<file path="config.mk">
export PLATFORM = sky130hd
export DESIGN_NAME = seq_division
export DESIGN_NICKNAME = d
export VERILOG_FILES = /design/src/rtl/seq_division.sv
export SDC_FILE = /design/constraint.sdc
export NUM_CORES = 1
export LEC_CHECK = 0
export ABC_AREA = 1
export ABC_CLOCK_PERIOD_IN_PS = 6100
export CELL_PAD_IN_SITES_DETAIL_PLACEMENT = 1
export CELL_PAD_IN_SITES_GLOBAL_PLACEMENT = 1
export CORE_ASPECT_RATIO = 0.8
export CORE_UTILIZATION = 40
export DETAILED_ROUTE_END_ITERATION = 16
export PLACE_DENSITY_LB_ADDON = 0.1
export SLEW_MARGIN = 20
export SYNTH_ARGS = -nofsm -noshare
export SYNTH_HDL_FRONTEND = slang
export SYNTH_SLANG_ARGS = --single-unit
</file>
<file path="constraint.sdc">
create_clock -name clk -period 6.1 [get_ports clk]
set_input_delay 0.915 -clock clk [delete_from_list [all_inputs] [get_ports clk]]
set_output_delay 0.915 -clock clk [all_outputs]
set_load 0.02 [all_outputs]
</file>
<file path="src/rtl/seq_division.sv">
// Multi-cycle unsigned restoring divider, one quotient bit per clock.
// start/done handshake with ready, plus divide-by-zero flagged in one edge.
module seq_division #(
  parameter int WIDTH = 16
) (
  input  logic             clk,
  input  logic             rst,
  input  logic             start,
  input  logic [WIDTH-1:0] N,
  input  logic [WIDTH-1:0] D,
  output logic             ready,
  output logic             done,
  output logic [WIDTH-1:0] Q,
  output logic [WIDTH-1:0] R,
  output logic             div_by_zero
);

  localparam logic [0:0] IDLE = 1'b0;
  localparam logic [0:0] CALC = 1'b1;
  localparam int CW = $clog2(WIDTH + 1);

  logic [0:0]       state;
  logic [WIDTH-1:0] dvd;   // dividend shifts out the top, quotient bits shift in the bottom
  logic [WIDTH-1:0] dvs;
  logic [WIDTH-1:0] rem;
  logic [CW-1:0]    cnt;

  logic [WIDTH:0]   rem_sh, diff;
  logic [WIDTH-1:0] rem_nxt;
  logic             qbit;

  // rem < dvs always holds, so rem_sh < 2*dvs and the borrow bit of diff is the compare result
  always_comb begin
    rem_sh  = {rem, dvd[WIDTH-1]};
    diff    = rem_sh - {1'b0, dvs};
    qbit    = ~diff[WIDTH];
    rem_nxt = qbit ? diff[WIDTH-1:0] : rem_sh[WIDTH-1:0];
  end

  assign ready = (state == IDLE);

  always_ff @(posedge clk) begin
    if (rst) begin
      state       <= IDLE;
      done        <= 1'b0;
      Q           <= '0;
      R           <= '0;
      div_by_zero <= 1'b0;
      dvd         <= '0;
      dvs         <= '0;
      rem         <= '0;
      cnt         <= '0;
    end else begin
      done <= 1'b0;
      case (state)
        IDLE: begin
          if (start) begin
            if (D == '0) begin
              done        <= 1'b1;
              Q           <= '1;
              R           <= N;
              div_by_zero <= 1'b1;
            end else begin
              dvd   <= N;
              dvs   <= D;
              rem   <= '0;
              cnt   <= CW'(WIDTH);
              state <= CALC;
            end
          end
        end
        CALC: begin
          dvd <= {dvd[WIDTH-2:0], qbit};
          rem <= rem_nxt;
          cnt <= cnt - 1'b1;
          if (cnt == CW'(1)) begin
            done        <= 1'b1;
            Q           <= {dvd[WIDTH-2:0], qbit};
            R           <= rem_nxt;
            div_by_zero <= 1'b0;
            state       <= IDLE;
          end
        end
        default: state <= IDLE;
      endcase
    end
  end

endmodule

</file>
# Word-level counts from Yosys, hierarchy flattened
# Index checks and enable logic that the tools add are counted.
# Widths: inputs -> output; s select.
word_totals:
  reg_bits: 88
  in_bits: 35
  output_inout_bits: 35
  wordCells: 53
classes:
  n_addsub: 2
  n_eq_ne: 5
  muxes: 30
  bitwise_logic: 3
  n_reduce_logical: 4
ops:
  columns: ["operator", "count"]
  rows:
  - ["$mux 16", 11]
  - ["$pmux 16 s2", 4]
  - ["$sub 17x16->17", 1]
  - ["$logic_not 16->1", 1]
  - ["$mux 5", 2]
  - ["$pmux 5 s2", 1]
  - ["$mux 1", 9]
  - ["$pmux 1 s2", 3]
  - ["$reduce_and 3->1", 2]
  - ["$eq 5x1->1 const B", 1]
  - ["$sub 5x1->5 const B", 1]
  - ["$ne 2x1->1 const B", 2]
  - ["$ne 2x2->1 const B", 2]
  - ["$not 1->1", 3]
  - ["$reduce_and 2->1", 1]

# Depth between registers and ports, before layout
logic_depth:
  depth_word: 4
  ltp_mapped: 17
  ltp_nobuf: 16

# Worst setup path before layout
# No wires, ideal clock.
synth_timing:
  path_type: "input-to-reg"
  startpoint: "input D[13]"
  endpoint: "register R[11]"
  setup_time_ns: 0.109
  arrival_ns: 1.969
  t_required_ns: 5.991
  slack_ns: 4.022
  cell_stages: 12
  n_path_buf: 2
  path_cell_list: "nor2_1 > nand2_1 > nor2_1 > nand4_1 > nand2_1 > buf_4 > inv_2 > buf_2 > a21oi_1 > nand3_1 > nand2_1 > inv_1"
synth_between:
  elab_chain_cells: 3
synth_rtl:
  columns: ["element", "line", "rtl"]
  rows:
  - ["from (decl)", "10", "input logic [WIDTH-1:0] D,"]
  - ["$logic_not 16->1", "58", "if (D == '0) begin"]
  - ["$ne 2x1->1 (no source line)", null, null]
  - ["$reduce_and 3->1 (no source line)", null, null]
  - ["to (signal assigned)", "79", "R <= rem_nxt;"]
  - ["to (decl)", "14", "output logic [WIDTH-1:0] R,"]
# Every way passes these cells.
# A chain may end at the register's enable or synchronous reset.

# Worst setup path in the final report
layout_timing:
  startpoint: "input D[11]"
  endpoint: "register rem[12]"
layout_between:
  elab_chain_cells: 3
layout_rtl:
  columns: ["element", "line", "rtl"]
  rows:
  - ["$logic_not 16->1", "58", null]
  - ["$ne 2x2->1 (no source line)", null, null]
  - ["$reduce_and 2->1 (no source line)", null, null]
  - ["to (signal assigned)", "74", "rem <= rem_nxt;"]
  - ["to (decl)", "25", "logic [WIDTH-1:0] rem;"]
# Every way passes these cells.

==> run summary <==
- complete, no violations — status
- 15660 um — WL final
- 16 — Register-to-Register Path Depth
- 0 ns — Setup TNS Final
- 963 — number of instances in the placed design
- 3.085 nW — Leak
- 41.26% — initial core utilization
- 0.7462 ns — worst slew pin tran
- 36 — number of standard-cell rows in the floorplan
- 88 — TritonCTS Sinks
- 3 — CTS H-tree lvls
- 751 — cell count after synthesis
- 50.74% — fraction of the cycle the final worst path needs
- R[14] — end of the worst register-to-register path
- input port — sort of element at the start of the critical path
- 24870 um — wire length of the first global-routing pass
- 4.930% — met3 usage
- 33.86% — met1 demand-to-capacity share in global routing
- 0.8522 — placer congestion estimate
- 50.12% — headroom to the max-slew limit
- dvs[0] — worst hold path startpoint
- 25.05% — global routing usage summed across all routing layers
- 2 — Hold Path Cell Cnt
- 0 — residual overflow from global routing
- 5.084 — via density per instance
- 15.99 um — per-cell routed wire length
- reg2reg — worst min-delay path category
- 0 — # setup viols final
- 127.7 um — die width
- dvs[0] — Min-Delay Endpoint
- 312.8 mW/mm2 — power density over the cells
- 0 — PostCTS Resize Cnt
- 69 — buffers added on ports
- 41 — pin count of the biggest net entering global routing
- sky130_fd_sc_hd__clkbuf_16 — root buffer cell
- 2 — largest buffer count on any clock path
- in2reg — critical path class
- 0.001907 W — sum of internal, switching and leakage power
- 206 — DRC marker count from the first detailed-route iteration
- 3.40 ns — critical path data arrival time
- 20.64% — synth-to-layout area growth
- 0 — max-slew violation total from the final report
- 0.01225 mm2 — area of the placeable core
- 0 — Yosys Warn Count
- 0 — # hold bufs at CTS
- built — clock tree from TritonCTS
- 7.426% — layout cells sized above 1
- 0 — antenna diode count
- 0.008312 ns — Final Skew
- 979 — post-route insts no fill
- flop — CP endpoint kind
- 323.1 MHz — top achievable clock speed
- 88 — Synth Register Bits
- 0.005055 mm2 — area of the mapped netlist
- 40.14% — met2 capacity usage during global routing
- 0 — Final ANT Viol Nets
- 0 — final hold violation count
- 6.40 ns — Worst Path Required
- 12090 um — Final HPWL DP
- 0 — antenna violations before repair
- 4 — number of search-and-repair iterations in the first detailed-routing pass
- 0.01309 mm2 — Die Footprint
- 0 — number of buffers added for setup after CTS
- 0 — DRC violations left
- 0.07 ns — clock transition time at the flip-flop clock pins of the worst setup and hold paths
- 3.095 ns — time the worst path needs with I/O delays and setup
- 0.35 ns — Clock Latency Late Sink
- 857 — layout net count
- met2 — GRT Max-Usage Layer
- dvd[15] — source of the worst register-to-register timing path
- false — setup repair after global routing missed its margin
- 20 — largest driver fanout on the critical path
- 3.57 ns — r2r setup slk
- 805 — net count after synthesis
- 32 — number of distinct library cells after synthesis
- 6.731 um2 — Mean Syn Cell Area
- 4843 — vias in the first global route
- 0 — total of max-cap violations
- 102.5 um — Vert. Die Dim
- 34.85% — sequential-to-total area share from yosys stat
- 70 — number of top-level pins
- 161.4 uV — Worst IR Drop VDD
- 4977 — detailed-route via count
- 9 — Inserted Clock Buffers
==> cells in the final DEF, fill, tap and decap left out, drive strengths merged, types with 2 or more instances in the layout <==
cell type and n:
nand2 166, nand4 8, nand3 88, clkdlybuf4s50 69
and2 4, inv 140, o21ai 54, xor2 6
a21oi 57, nor2 69, dfxtp 88, clkinvlp 2
nor4 14, ha 18, or2 2, clkbuf 9
buf 6, a31oi 2, bufinv 2
==> where the power goes <==
part | internal, W | leakage (nW) | switching (W)
registers | 0.000619 | 0.720 | 0.0000322
clock network | 0.000364 | 0.154 | 0.000251
logic | 0.000212 | 2.21 | 0.000428
==> cells in the mapped netlist <==
library cell | count | area, um2
sky130_fd_sc_hd__a21oi_1 | 55 | 275.3
sky130_fd_sc_hd__nor2_1 | 69 | 259.0
sky130_fd_sc_hd__dlygate4sd1_1 | 1 | 8.760
sky130_fd_sc_hd__clkbuf_1 | 13 | 48.80
sky130_fd_sc_hd__nor3_4 | 1 | 16.27
sky130_fd_sc_hd__xor2_1 | 6 | 52.55
sky130_fd_sc_hd__clkbuf_8 | 3 | 41.29
sky130_fd_sc_hd__dfxtp_1 | 88 | 1762
sky130_fd_sc_hd__nand3_1 | 70 | 350.3
sky130_fd_sc_hd__nor4_1 | 14 | 87.58
sky130_fd_sc_hd__buf_2 | 11 | 55.05
sky130_fd_sc_hd__fa_1 | 1 | 20.02
sky130_fd_sc_hd__nand2_1 | 154 | 578.1
sky130_fd_sc_hd__a21oi_2 | 1 | 8.760
sky130_fd_sc_hd__inv_1 | 135 | 506.7
sky130_fd_sc_hd__o21ai_0 | 54 | 270.3
sky130_fd_sc_hd__xnor2_1 | 1 | 8.760
sky130_fd_sc_hd__or2_2 | 1 | 6.260
sky130_fd_sc_hd__inv_2 | 3 | 11.26
sky130_fd_sc_hd__and2_1 | 3 | 18.77
sky130_fd_sc_hd__nand4_1 | 8 | 50.05
sky130_fd_sc_hd__ha_1 | 18 | 225.2
sky130_fd_sc_hd__or2_0 | 1 | 6.260
sky130_fd_sc_hd__a31oi_1 | 2 | 12.51
sky130_fd_sc_hd__nand3_2 | 18 | 180.2
sky130_fd_sc_hd__buf_6 | 3 | 33.78
sky130_fd_sc_hd__a21oi_4 | 1 | 16.27
sky130_fd_sc_hd__buf_4 | 1 | 7.510
sky130_fd_sc_hd__nand2_4 | 3 | 33.78
sky130_fd_sc_hd__and2_2 | 1 | 7.510
sky130_fd_sc_hd__nand2_2 | 9 | 56.30
sky130_fd_sc_hd__buf_12 | 2 | 40.04
==> through the flow <==
step | cell area [um2] | setup slack (ns) | util [%] | hold WS (ns)
floorplan | 5055 | 4.022 | - | 0.4274
global placement | 5769 | 2.830 | 47.09 | 0.4514
detailed placement | 5769 | 2.676 | 47.09 | 0.4524
CTS | 6098 | 3.021 | 49.78 | 0.4626
global route | 6098 | 2.752 | 49.78 | 0.4911
finish | 6098 | 3.005 | 49.78 | 0.4581
==> cells by family after synthesis <==
group,Yosys count,synth area share (%)
compound gates,113,11.53
xor+xnor,7,1.213
fa+ha+maj,19,4.852
buf+inv,172,14.90
flops,88,34.85
simple gates,352,32.65
==> layer usage <==
metal	vias to the layer above	part of all wire, %
met1	2383	48
li1	2476	-
met4	0	1.8
met3	19	3.9
met5	-	0
met2	99	46
==> critical path, stage by stage <==
cell and delay (ns):
sky130_fd_sc_hd__clkdlybuf4s50_1 0.42, sky130_fd_sc_hd__nor2_1 0.12, sky130_fd_sc_hd__nand2_1 0.07, sky130_fd_sc_hd__nor2_1 0.19
sky130_fd_sc_hd__nand2_1 0.10, sky130_fd_sc_hd__nand2_1 0.08, sky130_fd_sc_hd__nand2_1 0.43, sky130_fd_sc_hd__inv_1 0.69
sky130_fd_sc_hd__nand2_1 0.13, sky130_fd_sc_hd__nand3_1 0.12, sky130_fd_sc_hd__nand2_1 0.06, sky130_fd_sc_hd__inv_1 0.07
==> sequential cells by signal (all words and copies together) (netlist names) <==
name / cells
done: 1
div_by_zero: 1
dvs: 16
state: 1
cnt: 5
dvd: 16
rem: 16
R: 16
Q: 16
==> worst max path at each step <==
stage | startpoint | to | slack (ns) | depth (start not counted)
after global routing | D[11] | rem[7] | 2.75 | 12
after detailed placement | D[11] | rem[12] | 2.68 | 12
after global placement | D[13] | cnt[0] | 2.83 | 10
after floorplan | D[13] | R[11] | 4.02 | 12
after CTS | D[11] | rem[6] | 3.02 | 12
final | D[11] | rem[12] | 3.01 | 12
==> area by class of cell <==
cell class | count | area (um2)
clock inverters | 7 | 103.9
inverters | 138 | 518.0
fillers | 1605 | 6153
multi-input cells | 491 | 2540
well taps | 171 | 214.0
clock buffers | 9 | 225.2
flip-flops and latches | 88 | 1762
repair buffers | 75 | 735.7
(Power assumes the default switching activity.)
